===== src/rtl/normalizador.sv =====
// Post-adder normalizer and rounder: shifts the raw mantissa sum one bit per cycle,
// rounds to nearest-even and packs an IEEE-754 single-precision result.
module normalizador (
    input  logic        clk,
    input  logic        rst,
    input  logic        in_valid,
    output logic        in_ready,
    input  logic        Signo,
    input  logic [26:0] Mantissa_Suma,
    input  logic [7:0]  Exp_comun,
    output logic        out_valid,
    input  logic        out_ready,
    output logic [31:0] Resultado,
    output logic        Overflow,
    output logic        Underflow
);

    typedef enum logic [1:0] {IDLE, NORM, ROUND, DONE} state_t;

    state_t      state_q, state_d;
    logic        sign_q, sign_d;
    logic [26:0] m_q, m_d;
    logic [8:0]  e_q, e_d;
    logic [31:0] res_q, res_d;
    logic        ovf_q, ovf_d;
    logic        unf_q, unf_d;

    logic        round_up;
    logic [24:0] sig_rnd;
    logic [22:0] sig_fin;
    logic [8:0]  e_rnd;

    // Rounding datapath; the 25-bit sum exposes the carry that renormalizes by one.
    assign round_up = m_q[1] & (m_q[0] | m_q[2]);
    assign sig_rnd  = {1'b0, m_q[25:2]} + {24'd0, round_up};
    assign sig_fin  = sig_rnd[24] ? sig_rnd[23:1] : sig_rnd[22:0];
    assign e_rnd    = sig_rnd[24] ? (e_q + 9'd1) : e_q;

    always_ff @(posedge clk or posedge rst) begin
        if (rst) begin
            state_q <= IDLE;
            sign_q  <= 1'b0;
            m_q     <= '0;
            e_q     <= '0;
            res_q   <= '0;
            ovf_q   <= 1'b0;
            unf_q   <= 1'b0;
        end else begin
            state_q <= state_d;
            sign_q  <= sign_d;
            m_q     <= m_d;
            e_q     <= e_d;
            res_q   <= res_d;
            ovf_q   <= ovf_d;
            unf_q   <= unf_d;
        end
    end

    always_comb begin
        state_d = state_q;
        sign_d  = sign_q;
        m_d     = m_q;
        e_d     = e_q;
        res_d   = res_q;
        ovf_d   = ovf_q;
        unf_d   = unf_q;

        case (state_q)
            IDLE: begin
                if (in_valid) begin
                    sign_d  = Signo;
                    m_d     = Mantissa_Suma;
                    e_d     = {1'b0, Exp_comun};
                    state_d = NORM;
                end
            end

            // Rule order matters: carry beats normalized, normalized beats flush.
            NORM: begin
                if (m_q == 27'd0) begin
                    res_d   = {sign_q, 31'd0};
                    ovf_d   = 1'b0;
                    unf_d   = 1'b0;
                    state_d = DONE;
                end else if (m_q[26]) begin
                    m_d = {1'b0, m_q[26:2], m_q[1] | m_q[0]};
                    e_d = e_q + 9'd1;
                end else if (m_q[25]) begin
                    state_d = ROUND;
                end else if (e_q <= 9'd1) begin
                    res_d   = {sign_q, 31'd0};
                    ovf_d   = 1'b0;
                    unf_d   = 1'b1;
                    state_d = DONE;
                end else begin
                    m_d = {m_q[25:0], 1'b0};
                    e_d = e_q - 9'd1;
                end
            end

            ROUND: begin
                if (e_rnd >= 9'd255) begin
                    res_d = {sign_q, 8'hFF, 23'd0};
                    ovf_d = 1'b1;
                end else begin
                    res_d = {sign_q, e_rnd[7:0], sig_fin};
                    ovf_d = 1'b0;
                end
                unf_d   = 1'b0;
                state_d = DONE;
            end

            DONE: begin
                if (out_ready) begin
                    state_d = IDLE;
                end
            end

            default: state_d = IDLE;
        endcase
    end

    assign in_ready  = (state_q == IDLE);
    assign out_valid = (state_q == DONE);
    assign Resultado = res_q;
    assign Overflow  = ovf_q;
    assign Underflow = unf_q;

endmodule


===== config.mk =====
export PLATFORM = sky130hd
export DESIGN_NAME = normalizador
export DESIGN_NICKNAME = d
export VERILOG_FILES = /design/src/rtl/normalizador.sv
export SDC_FILE = /design/constraint.sdc
export NUM_CORES = 1
export LEC_CHECK = 0
export CORE_UTILIZATION = 55
export CTS_CLUSTER_DIAMETER = 100
export CTS_CLUSTER_SIZE = 8
export DETAILED_ROUTE_END_ITERATION = 10
export PLACE_DENSITY_LB_ADDON = 0.12
export SYNTH_ARGS = -nofsm -noshare
export SYNTH_HDL_FRONTEND = slang
export SYNTH_SLANG_ARGS = --single-unit

===== constraint.sdc =====
create_clock -name clk -period 3.7 [get_ports clk]
set_clock_uncertainty 0.2 [all_clocks]
set_input_delay 0.555 -clock clk [delete_from_list [all_inputs] [get_ports clk]]
set_output_delay 0.555 -clock clk [all_outputs]
set_load 0.01 [all_outputs]

# Yosys cells after proc, flatten, opt, wreduce, memory -nomap -nowiden
# Cells that the tools add are included.
# totals
register_bits,73
latchBits,0
ram_bits,0
romBits,0
in_bits,40
output_inout_bits,36
elab_cells,75
n_memories,0
# classes
n_addsub,3
multipliers,0
div,0
magnitude_cmp,2
n_eq_ne,12
shift,0
n_mux,38
bitwise_logic,3
n_reduce_logical,9
# ops
cell,n
$mux W32,4
$mux W26,3
$pmux W32 S2,1
$mux W27,2
$mux W9,6
$pmux W27 S2,1
$mux W31,1
$logic_not A27 Y1,1
$add A24 B1 Y25,1
$mux W23,1
$pmux W9 S2,1
$ne A3 B3 Y1 const B,5
$mux W2,6
$add A9 B1 Y9 const B,1
$ge A9 B8 Y1 const B,1
$le A9 B1 Y1 const B,1
$mux W1,9
$sub A9 B1 Y9 const B,1
$pmux W2 S4,1
$reduce_and A4 Y1,2
$reduce_and A5 Y1,1
$eq A2 B2 Y1 const B,2
$ne A2 B2 Y1 const B,2
$ne A4 B4 Y1 const B,1
9 further kinds,12

# Longest topological paths before layout
# logic_depth
word_depth,7
depth_mapped,10
depth_no_buf,7

# Worst setup path after synthesis
# No wires, ideal clock.
# synth_timing
path_type,register to register
from,register e_q[0]
to,register res_q[0] (netlist: Resultado[0])
setup_ns,0.122
t_arrival_ns,2.437
required_ns,3.378
setup_slack_ns,0.942
path_stages_with_launch,9
period_less_slack_ns,2.758
cell_sequence,dfrtp_1 clkbuf_1 inv_1 ha_1 or4b_2 o32ai_1 o21bai_1 clkbuf_1 a32o_1
# synth_via
elab_chain_len,5
# synth_lines
element,line,text
start: declaration,23,"logic [8:0] e_q, e_d;"
start signal: assignment,44,e_q <= '0;
start signal: assignment,52,e_q <= e_d;
$add A9 B1 Y9,37,assign e_rnd = sig_rnd[24] ? (e_q + 9'd1) : e_q;
$mux W9,37,
$ge A9 B8 Y1,102,if (e_rnd >= 9'd255) begin
$mux W31,102,
$pmux W32 S2,68,case (state_q)
end signal: assignment,53,res_q <= res_d;
end: declaration,24,"logic [31:0] res_q, res_d;"
# Parallel ways exist; a longest one is shown, timed or not.
# A chain may end at the register's enable or synchronous reset.

# Worst setup path in the final report
# layout_timing
from,register e_q[2]
to,register res_q[28] (netlist: Resultado[28])
# Same word-level chain as after synthesis.

==> flow_metrics.tcl <==
set metrics [dict create \
    timing.reg2reg.setup_slack_ps 460 \
    synth_cells 534 \
    syn_avg_cell_area_sq_um 9.23 \
    synth_top_area_frac 0.371 \
    maxCapViolations 0 \
    wl_per_cell_um 19.5 \
    hp-class "reg -> reg" \
    hpwl_um 9710 \
    fin_nets 633 \
    cpPeakStageDelay_ps 650 \
    num_vias 4632 \
    seqCellArea_sq_mm 0.00183 \
    mostFrequentLayoutCell "clkdlybuf4s50_1" \
    cts_root_buffer "clkbuf_8" \
    critPathKind "reg -> reg" \
    fp.dieW_um 96.7 \
    fin_util 0.684 \
    synth_cell_types 62 \
    fp-row-count 34 \
    n_antenna_cell 0 \
    grt_pass1_wl_um 22300 \
    cts_made_buffers 9 \
    grt_overflow 0 \
    routabilityCongestion 0.892 \
    crit_arrival_ps 3270 \
    netlist_area_sq_mm 0.00493 \
    leakage_nw 2.39 \
    clockBufferDepth 2 \
    synth_edf_count 0 \
    relSlewSlack 0.213 \
    grt_antenna_before_repair 0 \
    area_growth_pct 20.4 \
    critical_path.slowest_cell "or2_1" \
    ioPinCount 76 \
    worstHoldPathCells 1 \
    cts_resized 0 \
    clk_latency_ps 350 \
    post-route-period-util 0.875 \
    slew_viol_final 0 \
    coreArea_sq_mm 0.00868 \
    powerDensity_mw_per_mm2 850 \
    synth_area_leader_cell "dfrtp_1" \
    synth.area.top_cells "dfrtp_1 (37%), mux2_2 (6.6%), a221o_1 (4.9%)" \
    dieArea_sq_mm 0.00934 \
    path_cells "or3_1, or4_4, o211a_2, or2_1, o41ai_1" \
    crit_required_ps 3730 \
    ys_warn_count 0 \
    fin_setup_tns_ps 0 \
    fmax_mhz 309 \
    finalHoldViolations 0 \
    synth_seq_area_share 0.371 \
    cp-start-kind "flip-flop" \
    multiInputGateArea_sq_mm 0.00281 \
    routed_via_density 6.64 \
    cts_tree "done" \
    final_cell_mix "clkdlybuf4s50_1 (75), dfrtp_1 (73), nor2_1 (30), mux2_2 (29), o21ai_0 (27)" \
    cts.sinks 73 \
    cp_max_fo 34 \
    outcome "finished, final reports clean" \
    synth-seq-cells 73 \
    fillCellCount 712 \
    hold_buffers 0 \
    io_buffers 75 \
    grt_start_max_net_pins 74 \
    synthesis.nets 582 \
    worstMarginPinSlew_ps 1180 \
    cts_setup_buffers 0 \
    first_iter_violations 301 \
    reg2regPathDepth 5 \
    peakVddDrop_mv 0.559 \
    rsz0062_at_grt "no" \
    htreeDepth 3 \
    clkSlewWorstSetupHoldPaths_ps 80 \
    grt.total_usage 0.292 \
    initial_utilization 0.568 \
    synthArstFlopShare 1.00 \
    dr.pass1.iters 5 \
    drive_above_1_share 0.127 \
    grt_pass1_vias 4341 \
    cp-end-kind "flip-flop" \
    routed_wl_um 13600 \
    finalSetupViolCount 0 \
    min_period_ps 3240 \
    route.detailed.drc 0 \
    synth_ff_type "dfrtp_1" \
    dieHeight_um 96.7 \
    antenna_left 0 \
]
[sequential cells by signal, summed over array words and instances, names as in the netlist]
signal,count
m_q,27
state_q,2
Underflow,1
Resultado,32
e_q,9
sign_q,1
Overflow,1
[through the flow]
step	power [mW]	std cells	area (sq um)	hold WS, ps	worst slack (ps)
2_1_floorplan	3.49	534	4930	275	942
3_3_place_gp	4.22	682	5720	273	592
3_5_place_dp	4.30	682	5720	277	511
4_1_cts	5.00	698	5940	301	496
5_1_grt	5.37	698	5940	323	231
6_report	5.04	698	5940	298	463
[synthesized netlist by cell type, drive strengths merged, types with 16 or more instances]
master	number
a21oi	19
a221o	24
and3	26
clkbuf	38
dfrtp	73
mux2	29
nand2	23
nand3	19
nand4	16
nor2	31
o21ai	28
o31ai	20
[area by class of cell]
type / instances / share of cell area
Clock buffer: 10 / 0.0215
Clock inverter: 6 / 0.0154
Inverter: 15 / 0.00949
Multi-Input combinational cell: 393 / 0.474
Sequential cell: 73 / 0.308
Tap cell: 108 / 0.0228
Timing Repair Buffer: 93 / 0.149
[routing by layer]
layer | track usage | routed length (um) | part of all wire | up-vias
li1 | - | - | - | 2157
met1 | 0.455 | 6430 | 0.47 | 2235
met2 | 0.427 | 5990 | 0.44 | 224
met3 | 0.0361 | 989 | 0.073 | 16
met4 | 0.0781 | 172 | 0.013 | 0
met5 | 0 | 0 | 0 | -
[power breakdown]
part	switching (mW)	total (mW)	leakage (nW)	internal, mW
clock	0.307	0.689	0.0991	0.382
combinational	1.36	2.63	1.37	1.27
sequential	0.591	1.72	0.924	1.13
total	2.26	5.04	2.39	2.78
[final timing paths]
kind | start | end
setup reg to reg | e_q[2] | Resultado[28]
setup / recovery | e_q[2] | Resultado[28]
max in group asynchronous | rst | Resultado[28]
hold reg to reg | Resultado[7] | Resultado[7]
min in group asynchronous | rst | state_q[1]
hold / removal | Resultado[7] | Resultado[7]
[critical path: cells and delay by family (launching register included)]
kind               cells  cell delay [ps]
and+or+nand+nor        3             1650
AOI/OAI and AO/OA      2              690
DFF                    1              590
[logic make-up after synthesis]
family                     share of synthesized area
DFF                                            0.371
muxes                                         0.0744
and+or+nand+nor                                0.186
buffers and inverters                         0.0592
AOI/OAI and AO/OA                              0.247
xor gates and xnor gates                      0.0427
adders and majority gates                     0.0203
Note: power is estimated with default switching activity, not from simulation.
